[config.mk]
export PLATFORM = sky130hd
export DESIGN_NAME = swervolf_wb_initiator
export DESIGN_NICKNAME = d
export VERILOG_FILES = /design/src/rtl/swervolf_wbm_pkg.sv /design/src/rtl/swervolf_wbm_timer.sv /design/src/rtl/swervolf_wb_initiator.sv
export SDC_FILE = /design/constraint.sdc
export NUM_CORES = 1
export LEC_CHECK = 0
export ABC_AREA = 1
export BUFFER_PORTS_ARGS = -buffer_cell sky130_fd_sc_hd__buf_2
export CAP_MARGIN = 20
export CORE_MARGIN = 4
export CORE_UTILIZATION = 26
export CTS_CLUSTER_SIZE = 25
export DETAILED_ROUTE_END_ITERATION = 10
export SLEW_MARGIN = 20
export SYNTH_ARGS = -nofsm -noshare
export SYNTH_HDL_FRONTEND = slang
export SYNTH_SLANG_ARGS = --single-unit
[constraint.sdc]
create_clock -name i_clk -period 6.2 [get_ports i_clk]
set_clock_uncertainty 0.05 [all_clocks]
set_input_delay 0.31 -clock i_clk [delete_from_list [all_inputs] [get_ports i_clk]]
set_output_delay 0.31 -clock i_clk [all_outputs]
set_load 0.05 [all_outputs]
[src/rtl/swervolf_wbm_pkg.sv]
// Shared types and constants for the SweRVolf Wishbone initiator.
package swervolf_wbm_pkg;

  localparam int unsigned CNT_W = 16;

  typedef enum logic [1:0] {
    IDLE = 2'd0,
    BUS  = 2'd1,
    RESP = 2'd2
  } wbm_state_e;

endpackage

[src/rtl/swervolf_wbm_timer.sv]
// Wait-cycle counter that flags the bus cycle in which the ack wait reaches LIMIT.
module swervolf_wbm_timer
  import swervolf_wbm_pkg::*;
#(
  parameter int unsigned LIMIT = 255
) (
  input  logic i_clk,
  input  logic i_rst,
  input  logic clear,
  input  logic enable,
  output logic expired
);

  logic [CNT_W-1:0] count;

  always_ff @(posedge i_clk or posedge i_rst) begin
    if (i_rst)       count <= '0;
    else if (clear)  count <= '0;
    else if (enable) count <= count + CNT_W'(1);
  end

  // High in the wait cycle whose increment would bring the count to LIMIT.
  assign expired = enable && (count == CNT_W'(LIMIT - 1));

endmodule

[src/rtl/swervolf_wb_initiator.sv]
// Single-outstanding classic Wishbone initiator: command in, bus cycle with
// ack timeout, response out.
module swervolf_wb_initiator
  import swervolf_wbm_pkg::*;
#(
  parameter int unsigned ADR_WIDTH      = 6,
  parameter int unsigned TIMEOUT_CYCLES = 255
) (
  input  logic                 i_clk,
  input  logic                 i_rst,
  input  logic                 i_cmd_valid,
  output logic                 o_cmd_ready,
  input  logic                 i_cmd_we,
  input  logic [ADR_WIDTH-1:0] i_cmd_adr,
  input  logic [31:0]          i_cmd_dat,
  input  logic [3:0]           i_cmd_sel,
  output logic                 o_rsp_valid,
  input  logic                 i_rsp_ready,
  output logic [31:0]          o_rsp_rdt,
  output logic                 o_rsp_err,
  output logic [ADR_WIDTH-1:0] o_wb_adr,
  output logic [31:0]          o_wb_dat,
  output logic [3:0]           o_wb_sel,
  output logic                 o_wb_we,
  output logic                 o_wb_cyc,
  output logic                 o_wb_stb,
  input  logic [31:0]          i_wb_rdt,
  input  logic                 i_wb_ack
);

  wbm_state_e state;
  logic       timer_expired;

  assign o_cmd_ready = (state == IDLE);

  // Counter is held clear while idle, so it starts from zero on BUS entry.
  swervolf_wbm_timer #(
    .LIMIT (TIMEOUT_CYCLES)
  ) u_timer (
    .i_clk   (i_clk),
    .i_rst   (i_rst),
    .clear   (state == IDLE),
    .enable  ((state == BUS) && !i_wb_ack),
    .expired (timer_expired)
  );

  always_ff @(posedge i_clk or posedge i_rst) begin
    if (i_rst) begin
      state       <= IDLE;
      o_wb_adr    <= '0;
      o_wb_dat    <= '0;
      o_wb_sel    <= '0;
      o_wb_we     <= 1'b0;
      o_wb_cyc    <= 1'b0;
      o_wb_stb    <= 1'b0;
      o_rsp_valid <= 1'b0;
      o_rsp_rdt   <= '0;
      o_rsp_err   <= 1'b0;
    end else begin
      case (state)
        IDLE: begin
          if (i_cmd_valid) begin
            o_wb_adr <= i_cmd_adr;
            o_wb_dat <= i_cmd_dat;
            o_wb_sel <= i_cmd_sel;
            o_wb_we  <= i_cmd_we;
            o_wb_cyc <= 1'b1;
            o_wb_stb <= 1'b1;
            state    <= BUS;
          end
        end
        BUS: begin
          // Ack takes priority over a timeout landing in the same cycle.
          if (i_wb_ack) begin
            o_rsp_rdt   <= o_wb_we ? 32'd0 : i_wb_rdt;
            o_rsp_err   <= 1'b0;
            o_rsp_valid <= 1'b1;
            o_wb_cyc    <= 1'b0;
            o_wb_stb    <= 1'b0;
            state       <= RESP;
          end else if (timer_expired) begin
            o_rsp_rdt   <= 32'd0;
            o_rsp_err   <= 1'b1;
            o_rsp_valid <= 1'b1;
            o_wb_cyc    <= 1'b0;
            o_wb_stb    <= 1'b0;
            state       <= RESP;
          end
        end
        RESP: begin
          if (i_rsp_ready) begin
            o_rsp_valid <= 1'b0;
            state       <= IDLE;
          end
        end
        default: state <= IDLE;
      endcase
    end
  end

endmodule

==> results.ini <==
[die]
dieArea_um2 = 18100
die_w_um = 135
pin_count = 160
start_util_pct = 26.4
fp-row-count = 46
fp.dieH_um = 135
coreArea_um2 = 15800

[global_route]
antenna_found_initial = 0
globalRouteOverflowTotal = 0
grt_max_degree = 59
grt_first_pass_wirelength_um = 16800
grt_usage_pct = 11.5
grt_pass1_vias = 3321

[setup_path]
worst_ep_arrival_time_ns = 2.68
worst_setup_path_end_kind = flop
worstSetupEndpoint = o_rsp_rdt[18]
cp-startpoint = state[1]
reg2reg_depth = 6
critPathKind = flop to flop
worstSetupStartpointType = flop
timing.rr.end = o_rsp_rdt[18]
crit_path_max_fanout = 36
reg2reg_from = state[1]
crit_required_ns = 6.43
r2r_slack_ns = 3.75

[synthesis]
synth_nets = 485
yosys_warnings = 0
synth.distinct_cells = 28
synth_area_leader_cell = dfrtp_1
synthTopCellsByArea = dfrtp_1, mux2_2, nand2_1
seq_area_frac_synth_pct = 57.6
synthFlopType = dfrtp_1
syn_inst = 403
synth_edf_count = 0
synthArstFlopShare_pct = 100
synth.most_common_cell = nand2_1
netlist_area_um2 = 4170
ys_seq_elements = 96
synthTopCellsByCount = nand2_1, dfrtp_1, mux2_2
syn_area_per_cell_um2 = 10.4
yosysTopAreaCellShare_pct = 57.6

[pwr]
ir_worst_vdd_uv = 247
fin_total_pwr_mw = 3.14
power.switching_mw = 1.58
p_seq_share_pct = 31.3
power_leakage_nw = 2.82
power_density_nw_per_um2 = 580
clockPowerShare_pct = 17.9
combPwrFrac_pct = 50.8
switching_share_pct = 50.2
p_int_mw = 1.57

[timing]
worst_pin_slew_ns = 1.05
fin_hold_ws_ns = 0.141
hold_viol = 0
tns_ns = 0
max_freq_mhz = 409
fin_crit_sh_pct = 39.5
max_slew_margin_pct = 29.6
setup_viol = 0
worst_slack_ns = 3.75
maxSlewViolCount = 0
period_minus_slack_ns = 2.45
grt_setup_unrepaired = no

[cts]
path_clk_slew_ns = 0.07
root_buffer = clkbuf_16
cts_sinks = 96
clk_path_buf_depth = 2
cts_tree = yes
cts_max_level = 3
cts_setup_buffers = 0
cts_buffers = 9
clk_latency_ns = 0.34

[route]
avgRoutedWirePerCell_um = 13.3
drc_errors = 0
vias = 3357
ant_nets = 0
wirelength_um = 10300
first_pass_iters = 4
post_drt_via_cell_ratio = 4.32
drtIter0Drc = 115

[min_path]
min_path_cells = 2
hp-class = input port to flop

[final_layout]
final_nets = 638
area_delta_synth_final_pct = 29.8
num_antenna_cells = 0
drive_gt1_share_pct = 42.1

[placement]
dpl.hpwl_um = 7330
portBuffers = 159
gp_congestion = 0.791
dp_slack_ns = 3.78

[job]
cap_violations = 0

[outcome]
status = completed

==> cells by family (layout without fill, tap and decap cells) <==
| kind of cell | count (synthesis) | count (layout) | share of synthesized area (%) |
|---|---|---|---|
| AO/OA/AOI/OAI | 18 | 18 | 2.25 |
| adder cells (fa/ha/maj) | 2 | 2 | 0.599 |
| buffers and inverters | 50 | 208 | 6.17 |
| flip-flops | 96 | 96 | 57.6 |
| multiplexers | 43 | 43 | 11.6 |
| AND/OR/NAND/NOR | 194 | 194 | 21.9 |
==> cell type report <==
class	instances	area (µm²)
clock buffers	12	246
inverters	31	120
multi-input cells	257	1510
clock inverters	4	52.6
repair buffers	161	813
well taps	216	270
flip-flops and latches	96	2400
fillers	1626	10400
==> how the worst min path moves through the flow <==
stage	startpoint	to	slack, ns
after global routing	i_cmd_dat[10]	o_wb_dat[10]	0.13
after global placement	i_rst	o_wb_adr[4]	0.33
final	i_cmd_dat[0]	o_wb_dat[0]	0.14
after floorplan	i_cmd_adr[0]	o_wb_adr[0]	0.41
after detailed placement	i_rst	o_wb_adr[4]	0.34
after CTS	i_cmd_sel[2]	o_wb_sel[2]	0.13
==> critical path, stage by stage, from the launching register on <==
cell and delay, ns:
dfrtp_1 0.40, inv_1 0.09, nand2_1 0.08, clkinv_1 0.77, nand2_4 0.78, nand2_1 0.11, nand2_1 0.08
==> layer usage <==
metal / track usage (%) / vias to the layer above / part of all wire, %
met5: 0 / - / 0
met4: 3.56 / 0 / 1.4
met3: 3.76 / 11 / 7.6
met2: 18.2 / 117 / 47
met1: 14.9 / 1583 / 44
li1: - / 1646 / -
==> repair_timing <==
action / CTS / global route
hold buffers: 1 / 0
hold endpoints to repair: 38 / 0
gates resized for setup: 0 / 0
==> stage by stage <==
stage,utilization (%),instance area [µm²],cells
after floorplan,-,4170,403
after global placement,32.3,5110,760
after detailed placement,32.3,5110,760
after CTS,34.2,5420,777
after global routing,34.2,5420,777
final,34.2,5420,777
==> power by group through the flow <==
stage / Combinational (mW) / Clock [mW] / Sequential [mW]
after floorplan: 0.476 / 0 / 1.78
after global placement: 1.60 / 0 / 0.990
after detailed placement: 1.61 / 0 / 0.992
after CTS: 1.61 / 0.588 / 0.986
after global routing: 1.69 / 0.608 / 1.01
final: 1.60 / 0.562 / 0.984
==> registers in the layout, indices dropped and copies added, names as in the netlist <==
register	flops
o_wb_adr	6
o_rsp_err	1
o_wb_dat	32
state	2
o_wb_we	1
o_rsp_rdt	32
o_wb_stb	1
o_wb_sel	4
u_timer.count	16
o_rsp_valid	1
==> placed cells by master (no fill, tap or decap), types with 2 or more instances in the layout <==
| cell type | instances |
|---|---|
| buf_2 | 159 |
| a21oi_1 | 2 |
| clkbuf_1 | 2 |
| nand2_4 | 2 |
| dfrtp_1 | 96 |
| clkinv_2 | 2 |
| nand2_2 | 13 |
| nor3_1 | 5 |
| nand2_1 | 97 |
| clkbuf_16 | 9 |
| inv_1 | 28 |
| ha_1 | 2 |
| nand4_1 | 37 |
| nand3_1 | 11 |
| nor2_1 | 24 |
| o21ai_0 | 14 |
| mux2_2 | 42 |
Note: power is estimated with default switching activity, not from simulation.
